==> config.mk <==
export PLATFORM = sky130hd
export DESIGN_NAME = regfile_write_arbiter_flat
export DESIGN_NICKNAME = d
export VERILOG_FILES = /design/src/rtl/regfile_write_arbiter_pkg.sv /design/src/rtl/regfile_write_arbiter_if.sv /design/src/rtl/regfile_write_arbiter_rr_arbiter.sv /design/src/rtl/regfile_write_arbiter.sv /design/src/flat_wrapper.sv
export SDC_FILE = /design/constraint.sdc
export NUM_CORES = 1
export LEC_CHECK = 0
export CAP_MARGIN = 30
export CORE_MARGIN = 3
export CORE_UTILIZATION = 40
export CTS_CLUSTER_SIZE = 20
export DETAILED_ROUTE_END_ITERATION = 16
export GPL_TIMING_DRIVEN = 1
export PLACE_DENSITY = 0.75
export RECOVER_POWER = 25
export SLEW_MARGIN = 15
export SYNTH_ARGS = -nofsm -noshare
export SYNTH_HDL_FRONTEND = slang
export SYNTH_SLANG_ARGS = --single-unit
==> constraint.sdc <==
create_clock -name i_clk -period 7.6 [get_ports i_clk]
set_input_delay 1.9 -clock i_clk [delete_from_list [all_inputs] [get_ports i_clk]]
set_output_delay 1.9 -clock i_clk [all_outputs]
set_load 0.1 [all_outputs]
==> src/rtl/regfile_write_arbiter_pkg.sv <==
// -----------------------------------------------------------------------------
// rfarb_pkg
// Shared types, default widths and the round-robin pick helper used by the
// RegFile write-port arbiter.
//   rfarb_state_t : arbiter FSM state (IDLE, WRITE)
//   RFARB_ADDR_W  : default register address width
//   RFARB_DATA_W  : default register data width
//   rr_pick()     : one-hot winner among up to 8 requesters, searching from ptr
// -----------------------------------------------------------------------------
package rfarb_pkg;

    typedef enum logic [0:0] {
        IDLE  = 1'b0,
        WRITE = 1'b1
    } rfarb_state_t;

    localparam int RFARB_ADDR_W = 4;
    localparam int RFARB_DATA_W = 16;

    // First valid requester at or after ptr, wrapping n-1 -> 0.
    // Sized for the 8-requester maximum; callers use the low n bits.
    function automatic logic [7:0] rr_pick(input logic [7:0] valid,
                                           input logic [2:0] ptr,
                                           input int         n);
        logic [7:0] grant;
        logic       found;
        int         idx;
        logic [2:0] idx3;
        grant = '0;
        found = 1'b0;
        for (int k = 0; k < 8; k++) begin
            if (k < n && !found) begin
                idx  = (int'(ptr) + k) % n;
                idx3 = 3'(idx);
                if (valid[idx3]) begin
                    grant[idx3] = 1'b1;
                    found       = 1'b1;
                end
            end
        end
        return grant;
    endfunction

endpackage

==> src/rtl/regfile_write_arbiter_if.sv <==
// -----------------------------------------------------------------------------
// regfile_write_arbiter_if
// Requester handshake bundle plus the RegFile write-port side of the arbiter.
//   req_valid/req_addr/req_data : per-requester write requests (packed)
//   req_ready                   : one-hot accept from the arbiter
//   rf_we/rf_addr/rf_data       : RegFile write port
//   grant_id                    : requester owning the current write
//   r0_drop                     : pulse when an accepted r0 write is discarded
// Modports: master = requester/RegFile side, slave = arbiter.
// -----------------------------------------------------------------------------
interface regfile_write_arbiter_if #(
    parameter int NUM_REQ = 3,
    parameter int ADDR_W  = 4,
    parameter int DATA_W  = 16
);
    logic [NUM_REQ-1:0]          req_valid;
    logic [NUM_REQ*ADDR_W-1:0]   req_addr;
    logic [NUM_REQ*DATA_W-1:0]   req_data;
    logic [NUM_REQ-1:0]          req_ready;
    logic                        rf_we;
    logic [ADDR_W-1:0]           rf_addr;
    logic [DATA_W-1:0]           rf_data;
    logic [$clog2(NUM_REQ)-1:0]  grant_id;
    logic                        r0_drop;

    modport master (
        output req_valid, req_addr, req_data,
        input  req_ready, rf_we, rf_addr, rf_data, grant_id, r0_drop
    );

    modport slave (
        input  req_valid, req_addr, req_data,
        output req_ready, rf_we, rf_addr, rf_data, grant_id, r0_drop
    );
endinterface

==> src/rtl/regfile_write_arbiter_rr_arbiter.sv <==
// -----------------------------------------------------------------------------
// rr_arbiter
// Round-robin picker with its rotating priority pointer.
//   i_clk, i_rst_n : clock, async active-low reset (pointer -> 0)
//   i_valid        : per-requester request
//   i_advance      : a transfer happened; move pointer past the winner
//   o_grant        : one-hot winner (zero when nothing is valid)
//   o_winner       : index of the winner
// -----------------------------------------------------------------------------
module rr_arbiter
    import rfarb_pkg::*;
#(
    parameter  int NUM_REQ = 3,
    localparam int ID_W    = $clog2(NUM_REQ)
) (
    input  logic               i_clk,
    input  logic               i_rst_n,
    input  logic [NUM_REQ-1:0] i_valid,
    input  logic               i_advance,
    output logic [NUM_REQ-1:0] o_grant,
    output logic [ID_W-1:0]    o_winner
);

    logic [ID_W-1:0] r_ptr;
    logic [7:0]      w_pick;
    logic            w_unused_pick;

    assign w_pick        = rr_pick(8'(i_valid), 3'(r_ptr), NUM_REQ);
    assign o_grant       = w_pick[NUM_REQ-1:0];
    assign w_unused_pick = &{1'b0, w_pick};

    always_comb begin
        o_winner = '0;
        for (int i = 0; i < NUM_REQ; i++) begin
            if (o_grant[i]) o_winner = ID_W'(i);
        end
    end

    always_ff @(posedge i_clk or negedge i_rst_n) begin
        if (!i_rst_n) begin
            r_ptr <= '0;
        end else if (i_advance) begin
            r_ptr <= (o_winner == ID_W'(NUM_REQ - 1)) ? '0 : o_winner + 1'b1;
        end
    end

endmodule

==> src/rtl/regfile_write_arbiter.sv <==
// -----------------------------------------------------------------------------
// regfile_write_arbiter
// Shares the single RegFile write port among NUM_REQ requesters (ALU
// writeback, load return, debug poke). Round-robin accept in IDLE, then the
// registered write is held on the port for WR_CYCLES cycles.
//   i_clk       : rising-edge clock
//   i_rst_n     : async active-low reset; clears outputs, FSM and pointer
//   io_bus      : requester handshake + RegFile write port (slave modport)
//   o_grant_cnt : per-requester saturating grant counters, 16 bits each
//                 (present only when RFARB_STATS_EN is defined)
//
// state | meaning
// IDLE  | req_ready offered to the round-robin winner; waiting for a transfer
// WRITE | registered write on the port for WR_CYCLES cycles; req_ready = 0
// -----------------------------------------------------------------------------
module regfile_write_arbiter
    import rfarb_pkg::*;
#(
    parameter  int NUM_REQ    = 3,
    parameter  int ADDR_W     = RFARB_ADDR_W,
    parameter  int DATA_W     = RFARB_DATA_W,
    parameter  int WR_CYCLES  = 1,
    parameter  int PROTECT_R0 = 1,
    localparam int ID_W       = $clog2(NUM_REQ)
) (
    input  logic                      i_clk,
    input  logic                      i_rst_n,
    regfile_write_arbiter_if.slave    io_bus
`ifdef RFARB_STATS_EN
    ,
    output logic [NUM_REQ*16-1:0]     o_grant_cnt
`endif
);

    localparam logic [2:0] HOLD_INIT = 3'(WR_CYCLES - 1);

    rfarb_state_t        r_state, w_state_nxt;
    logic [2:0]          r_hold, w_hold_nxt;
    logic [NUM_REQ-1:0]  w_grant;
    logic [NUM_REQ-1:0]  w_ready;
    logic [ID_W-1:0]     w_winner;
    logic                w_transfer;
    logic [ADDR_W-1:0]   w_sel_addr;
    logic [DATA_W-1:0]   w_sel_data;
    logic                w_drop;

    logic                r_we;
    logic [ADDR_W-1:0]   r_addr;
    logic [DATA_W-1:0]   r_data;
    logic [ID_W-1:0]     r_gid;
    logic                r_r0_drop;

    rr_arbiter #(.NUM_REQ(NUM_REQ)) u_rr (
        .i_clk     (i_clk),
        .i_rst_n   (i_rst_n),
        .i_valid   (io_bus.req_valid),
        .i_advance (w_transfer),
        .o_grant   (w_grant),
        .o_winner  (w_winner)
    );

    // Ready is gated by reset so it drops the moment reset asserts,
    // not at the next edge.
    assign w_ready    = (r_state == IDLE && i_rst_n) ? w_grant : '0;
    assign w_transfer = |(w_ready & io_bus.req_valid);

    always_comb begin
        w_sel_addr = '0;
        w_sel_data = '0;
        for (int i = 0; i < NUM_REQ; i++) begin
            if (w_grant[i]) begin
                w_sel_addr = io_bus.req_addr[i*ADDR_W +: ADDR_W];
                w_sel_data = io_bus.req_data[i*DATA_W +: DATA_W];
            end
        end
    end

    assign w_drop = (PROTECT_R0 != 0) && (w_sel_addr == '0);

    always_ff @(posedge i_clk or negedge i_rst_n) begin
        if (!i_rst_n) begin
            r_state <= IDLE;
            r_hold  <= '0;
        end else begin
            r_state <= w_state_nxt;
            r_hold  <= w_hold_nxt;
        end
    end

    always_comb begin
        w_state_nxt = r_state;
        w_hold_nxt  = r_hold;
        case (r_state)
            IDLE: begin
                if (w_transfer) begin
                    w_state_nxt = WRITE;
                    w_hold_nxt  = HOLD_INIT;
                end
            end
            WRITE: begin
                if (r_hold == '0) w_state_nxt = IDLE;
                else              w_hold_nxt  = r_hold - 3'd1;
            end
            default: w_state_nxt = IDLE;
        endcase
    end

    // A dropped r0 write still walks through WRITE so timing is identical;
    // only the enable is suppressed.
    always_ff @(posedge i_clk or negedge i_rst_n) begin
        if (!i_rst_n) begin
            r_we      <= 1'b0;
            r_addr    <= '0;
            r_data    <= '0;
            r_gid     <= '0;
            r_r0_drop <= 1'b0;
        end else begin
            r_r0_drop <= 1'b0;
            if (w_transfer) begin
                r_we      <= !w_drop;
                r_addr    <= w_sel_addr;
                r_data    <= w_sel_data;
                r_gid     <= w_winner;
                r_r0_drop <= w_drop;
            end else if (r_state == WRITE && r_hold == '0) begin
                r_we <= 1'b0;
            end
        end
    end

    assign io_bus.req_ready = w_ready;
    assign io_bus.rf_we     = r_we;
    assign io_bus.rf_addr   = r_addr;
    assign io_bus.rf_data   = r_data;
    assign io_bus.grant_id  = r_gid;
    assign io_bus.r0_drop   = r_r0_drop;

`ifdef RFARB_STATS_EN
    logic [NUM_REQ-1:0][15:0] r_grant_cnt;

    always_ff @(posedge i_clk or negedge i_rst_n) begin
        if (!i_rst_n) begin
            r_grant_cnt <= '0;
        end else if (w_transfer) begin
            for (int i = 0; i < NUM_REQ; i++) begin
                if (w_grant[i] && r_grant_cnt[i] != 16'hFFFF)
                    r_grant_cnt[i] <= r_grant_cnt[i] + 16'd1;
            end
        end
    end

    assign o_grant_cnt = r_grant_cnt;
`endif

endmodule

==> src/flat_wrapper.sv <==
// flat-port wrapper written by rule: the top's interface ports become plain ports
module regfile_write_arbiter_flat import rfarb_pkg::*;
#(
    parameter  int NUM_REQ    = 3,
    parameter  int ADDR_W     = RFARB_ADDR_W,
    parameter  int DATA_W     = RFARB_DATA_W,
    parameter  int WR_CYCLES  = 1,
    parameter  int PROTECT_R0 = 1,
    localparam int ID_W       = $clog2(NUM_REQ)
)
  (i_clk, i_rst_n, io_bus_req_valid, io_bus_req_addr, io_bus_req_data, io_bus_req_ready, io_bus_rf_we, io_bus_rf_addr, io_bus_rf_data, io_bus_grant_id, io_bus_r0_drop);
  regfile_write_arbiter_if #(.NUM_REQ(NUM_REQ), .ADDR_W(ADDR_W), .DATA_W(DATA_W)) io_bus_i ();
  input  logic i_clk;
  input  logic i_rst_n;
  input wire logic [$bits(io_bus_i.req_valid)-1:0] io_bus_req_valid;
  input wire logic [$bits(io_bus_i.req_addr)-1:0] io_bus_req_addr;
  input wire logic [$bits(io_bus_i.req_data)-1:0] io_bus_req_data;
  output wire logic [$bits(io_bus_i.req_ready)-1:0] io_bus_req_ready;
  output wire logic [$bits(io_bus_i.rf_we)-1:0] io_bus_rf_we;
  output wire logic [$bits(io_bus_i.rf_addr)-1:0] io_bus_rf_addr;
  output wire logic [$bits(io_bus_i.rf_data)-1:0] io_bus_rf_data;
  output wire logic [$bits(io_bus_i.grant_id)-1:0] io_bus_grant_id;
  output wire logic [$bits(io_bus_i.r0_drop)-1:0] io_bus_r0_drop;
  assign io_bus_i.req_valid = io_bus_req_valid;
  assign io_bus_i.req_addr = io_bus_req_addr;
  assign io_bus_i.req_data = io_bus_req_data;
  assign io_bus_req_ready = io_bus_i.req_ready;
  assign io_bus_rf_we = io_bus_i.rf_we;
  assign io_bus_rf_addr = io_bus_i.rf_addr;
  assign io_bus_rf_data = io_bus_i.rf_data;
  assign io_bus_grant_id = io_bus_i.grant_id;
  assign io_bus_r0_drop = io_bus_i.r0_drop;
  regfile_write_arbiter #(.NUM_REQ(NUM_REQ), .ADDR_W(ADDR_W), .DATA_W(DATA_W), .WR_CYCLES(WR_CYCLES), .PROTECT_R0(PROTECT_R0)) u_core (.i_clk(i_clk), .i_rst_n(i_rst_n), .io_bus(io_bus_i));
endmodule
==> results of run 1 <==
-- per-layer routing --
layer	global-route usage	routed length [um]
met3	0.08333	528
met4	0.05435	51
met2	0.2953	2529
met1	0.2307	2296
met5	0	0
-- worst register-to-register path, cell delays in order, from the launching register on --
cell       delay, ns
dfrtp_1         0.42
inv_1           0.13
ha_1            0.51
mux2_4          0.33
o2111a_1        0.26
a31oi_1         0.32
and2_1          0.77
a31oi_2         0.28
a2111oi_4       0.42
a31oi_1         0.13
-- registers in the layout, summed over array words and instances, names as in the netlist --
name,count
u_core.io_bus.grant_id,1
u_core.r_state,1
u_core.u_rr.r_ptr,2
u_core.io_bus.rf_we,1
u_core.io_bus.r0_drop,1
u_core.io_bus.rf_data,16
u_core.r_hold,3
u_core.io_bus.rf_addr,4
-- per-stage QoR --
step	cell area [um2]	std cells	util	setup WS [ns]	hold slack [ns]
floorplan	2014	218	-	1.055	0.4595
global placement	2927	364	0.6115	1.315	0.4600
detailed placement	2927	364	0.6115	1.236	0.4663
CTS	3028	372	0.6327	1.229	0.4813
global route	3024	372	0.6319	0.6967	0.4984
finish	3024	372	0.6319	1.144	0.4752
-- final cells by class --
class	instances	area [um2]	area share
Multi-Input combinational cell	160	1142	0.3777
Timing Repair Buffer	93	914.6	0.3024
Sequential cell	29	725.7	0.2400
Clock buffer	7	96.34	0.03186
Tap cell	67	83.83	0.02772
Inverter	15	56.30	0.01862
Clock inverter	1	5.005	0.001655
-- placed cells by master (no fill, tap or decap), drive strengths merged, types with 7 or more instances in the layout --
cell type	instances
inv	15
o31ai	11
ha	9
nand2	32
nand3	9
clkdlybuf4s50	87
o221ai	7
clkbuf	8
dfrtp	29
nor2	11
and3	10
a221oi	9
a21oi	11
-- worst max path at each step --
stage	start	endpoint	slack, ns	cells past startpoint
2_1_floorplan	io_bus_req_valid[1]	io_bus_req_ready[2]	1.05	8
3_3_place_gp	io_bus_req_valid[1]	io_bus_req_ready[2]	1.31	7
3_5_place_dp	io_bus_req_valid[1]	io_bus_req_ready[2]	1.24	7
4_1_cts	io_bus_req_valid[1]	io_bus_req_ready[2]	1.23	7
5_1_grt	i_rst_n	io_bus_req_ready[1]	0.70	5
6_report	i_rst_n	io_bus_req_ready[1]	1.14	5
-- cells by family (layout without fill, tap and decap cells) --
family | count (synthesis) | after routing | share of synthesized area
buffers and inverters | 29 | 116 | 0.07267
muxes | 7 | 7 | 0.03789
adders and majority gates | 9 | 9 | 0.05590
AOI/OAI and AO/OA | 64 | 64 | 0.2702
DFF | 29 | 29 | 0.3603
and+or+nand+nor | 80 | 80 | 0.2031
==> results_dict.tcl, run 1 <==
set metrics [dict create \
    outcome "finished, violations left" \
    violations "capacitance limit, slew limit" \
    holdPathStages 2 \
    syn_inst 218 \
    critical_path.reg2reg.startpoint "u_core.u_rr.r_ptr[1]" \
    synth.most_common_cell "nand2_1" \
    initial_core_util 0.4209 \
    fin_crit_sh 0.8495 \
    tns_ns 0 \
    grtUsageTotal 0.1874 \
    ant_nets 0 \
    arrival_ns 4.56 \
    synth-seq-cells 29 \
    grt_pass1_wl_um 8921 \
    worst_pin_slew_ns 1.609 \
    drive_gt1_frac 0.09180 \
    gp_congestion 0.8542 \
    fin_crit_ns 6.456 \
    min_from "u_core.io_bus.rf_addr[3]" \
    startpoint_type "input port" \
    min_path_type "reg -> reg" \
    synth-main-ff-cell "dfrtp_1" \
    yosysTopAreaCell "dfrtp_1" \
    nets 378 \
    critPathKind "in -> out" \
    wl_um 5405 \
    portBuffers 91 \
    fin_skew_ns 0.005403 \
    critPathBufInv 3 \
    yosys_warnings 0 \
    dieWidth_um 76.97 \
    critPathMaxFanout 30 \
    r2r_end "u_core.io_bus.rf_we" \
    drt-initial-drc-count 169 \
    ctsHtreeMaxLevel 2 \
    ios 92 \
    synth_area_leaders "dfrtp_1, nand2_1, ha_1" \
    cts_tree "done" \
    drcViolationCount 0 \
    rows 25 \
    cts_resized 0 \
    avgViaCountPerCell 5.304 \
    cts_buffer_depth 2 \
    grt_max_degree 36 \
    ctsHoldBuffers 0 \
    synth_common_cells "nand2_1, dfrtp_1, inv_1, a21oi_1, nor2_1" \
    vias 1973 \
    setup_viol 0 \
    clk_pin_slew_ns 0.06 \
    fmax_ghz 0.1549 \
    ff2ff_path_depth 9 \
    min_to "u_core.io_bus.rf_addr[3]" \
    end_kind "output port" \
    die_h_um 76.97 \
    synth_nets 292 \
    crit_chain "dlygate4sd3_1 > clkbuf_1 > nand2b_1 > nor2b_1 > buf_4" \
    clock-sinks 29 \
    antenna_found_initial 0 \
    max_cap_violations 1 \
    hold_viol 0 \
    synth_top_area_frac 0.3602 \
    finalMaxSlewViolations 31 \
    n_fill_cell 451 \
    grt_pass1_vias 1840 \
    slew_headroom -0.07246 \
    cpMaxStageDelayCell "clkbuf_1" \
    async_reset_ff_frac 1.000 \
    core_area_um2 4786 \
    wl_per_cell_um 14.53 \
    clock_latency_ns 0.28 \
    root_buffer "clkbuf_8" \
    post_cts_buffers 0 \
    syn_area_um2 2014 \
    r2r_setup_slack_ns 3.89 \
    drt-pass1-iter-count 5 \
    yosys.cell_types.count 50 \
    dp_hpwl_um 4050 \
    max_stage_delay_ns 1.16 \
    diodes 0 \
    syn2layout_area_growth_pct 50.12 \
    seq_area_frac_synth 0.3602 \
    rsz0062_at_grt "false" \
    crit_required_ns 5.70 \
    die_area_um2 5924 \
    synth-edff-count 0 \
    cts_made_buffers 5 \
    syn_area_per_cell_um2 9.241 \
    overflow 0 \
    cp_top_family "buffers and inverters" \
]
Power of run 1 is left out: the tool's default activity adds up to more than one toggle a clock period on the data nets, which glitch-free logic cannot reach.
==> inputs of run 2 (changes only) <==
--- a/config.mk
+++ b/config.mk
@@ -7,11 +7,11 @@
 export LEC_CHECK = 0
 export CAP_MARGIN = 30
 export CORE_MARGIN = 3
-export CORE_UTILIZATION = 40
+export CORE_UTILIZATION = 38
 export CTS_CLUSTER_SIZE = 20
 export DETAILED_ROUTE_END_ITERATION = 16
 export GPL_TIMING_DRIVEN = 1
-export PLACE_DENSITY = 0.75
+export PLACE_DENSITY = 0.74
 export RECOVER_POWER = 25
 export SLEW_MARGIN = 15
 export SYNTH_ARGS = -nofsm -noshare
==> constraint.sdc (replaced) <==
create_clock -name i_clk -period 5.23 [get_ports i_clk]
set_input_delay 1.3075 -clock i_clk [delete_from_list [all_inputs] [get_ports i_clk]]
set_output_delay 1.3075 -clock i_clk [all_outputs]
set_load 0.1 [all_outputs]
==> run 2 against run 1 <==
  * The run still ends with capacitance limit, slew limit left
  * Utilization is essentially flat
  * Clock skew barely moved
  * Worst setup slack worse by 0.60 ns
  * Via count up 0.71%
  * Routed wire length is 6.0% higher
  * Sequential cell count is the same
  * First-iteration DRC count is 18% lower
  * Largest cell class unchanged
  * Critical path depth up 2
  * Final cell count rose by 0.81%
  * Cell area is 2.6% higher
  * Register-to-register slack worse by 2.1 ns
==> results_dict.tcl, run 2 (synthesized netlist as in run 1, its figures left out) <==
set metrics [dict create \
    ff2ff_path_depth 9 \
    ant_nets 0 \
    r2r_setup_slack_ns 1.82 \
    ctsHtreeMaxLevel 2 \
    grt_pass1_wl_um 9170 \
    fin_crit_ns 4.684 \
    critPathMaxFanout 8 \
    initial_core_util 0.4102 \
    drt-initial-drc-count 139 \
    crit_required_ns 3.92 \
    grtUsageTotal 0.1844 \
    end_kind "output port" \
    rows 25 \
    largest_register_ffs 16 \
    rsz0062_at_grt "false" \
    wl_per_cell_um 15.28 \
    portBuffers 91 \
    worst_pin_slew_ns 1.563 \
    tns_ns 0 \
    cts_resized 0 \
    syn2layout_area_growth_pct 53.97 \
    cts_buffer_depth 2 \
    critPathKind "in -> out" \
    wl_um 5729 \
    overflow 0 \
    cts_tree "done" \
    root_buffer "clkbuf_8" \
    clock-sinks 29 \
    finalMaxSlewViolations 30 \
    max_stage_delay_ns 0.53 \
    die_h_um 78.81 \
    fin_crit_sh 0.8956 \
    dp_hpwl_um 4149 \
    clk_pin_slew_ns 0.06 \
    drcViolationCount 0 \
    mostFrequentLayoutCells "clkdlybuf4s50_1, nand2_1, dfrtp_1" \
    multi_input_area_um2 1145 \
    dieWidth_um 78.81 \
    clock_latency_ns 0.27 \
    antenna_found_initial 0 \
    grt_pass1_vias 1920 \
    cts_made_buffers 5 \
    fmax_ghz 0.2135 \
    core_area_um2 4911 \
    max_cap_violations 1 \
    fin_skew_ns 0.004998 \
    die_area_um2 6211 \
    gp_congestion 0.8025 \
    slew_headroom -0.04216 \
    startpoint_type "input port" \
    final_common_cell "clkdlybuf4s50_1" \
    ios 92 \
    n_fill_cell 447 \
    crit_chain "clkdlybuf4s50_1 > mux2_4 > o2111a_1 > or3_1 > and2_1 > nor2_2 > buf_12" \
    violations "capacitance limit, slew limit" \
    diodes 0 \
    grt_max_degree 47 \
    min_path_type "reg -> reg" \
    vias 1987 \
    arrival_ns 3.38 \
    post_cts_buffers 0 \
    outcome "finished, violations left" \
    hold_viol 0 \
    setup_viol 0 \
    cpMaxStageDelayCell "clkdlybuf4s50_1" \
    drt-pass1-iter-count 4 \
    avgViaCountPerCell 5.299 \
    ctsHoldBuffers 0 \
    holdPathStages 2 \
    drive_gt1_frac 0.1006 \
    nets 381 \
    register_area_um2 725.7 \
]
==> run 2: changes by cell type in the layout (fill, tap and decap cells not counted), sizes merged <==
cell	before	now
bufinv	0	1
buf	4	7
clkinv	1	0
==> run 2: layout make-up <==
cell class | instances | area share
multi-input combinational | 160 | 0.3691
tap | 67 | 0.02703
inverter | 15 | 0.01815
clock buffer | 7 | 0.02783
clock inverter | 1 | 0.009681
timing repair buffer | 96 | 0.3142
sequential | 29 | 0.2340
==> run 2: final timing paths <==
path / start / to
min in group asynchronous: i_rst_n / u_core.r_hold[2]
worst max-delay path: io_bus_req_valid[1] / io_bus_req_ready[2]
worst max register to register: u_core.u_rr.r_ptr[1] / u_core.io_bus.r0_drop
worst min register to register: u_core.io_bus.rf_addr[3] / u_core.io_bus.rf_addr[3]
worst min-delay path: u_core.io_bus.rf_addr[3] / u_core.io_bus.rf_addr[3]
max in group asynchronous: i_rst_n / u_core.io_bus.rf_addr[1]
==> run 2: metrics by stage <==
step	worst slack (ns)	cell area, um2	util	std cells	hold WS, ns
floorplan	0.1973	2017	-	218	0.4595
global placement	0.5942	2989	0.6087	367	0.4595
detailed placement	0.5634	2989	0.6087	367	0.4632
CTS	0.5570	3105	0.6324	375	0.4779
global route	0.4788	3102	0.6316	375	0.4938
finish	0.5459	3102	0.6316	375	0.4739
==> run 2: worst max-delay path, delay by kind of cell <==
kind	cells	cell delay, ns
buffers and inverters	2	0.72
muxes	1	0.32
and+or+nand+nor	3	0.75
AOI/OAI and AO/OA	1	0.27
==> run 2: routing by layer <==
metal,up-vias,routed length [um],GRT usage
li1,981,-,-
met1,932,2524,0.2354
met2,72,2775,0.3158
met3,2,416,0.05556
met4,0,12,0.02577
met5,-,0,0
Power of run 2 is left out for the same reason.
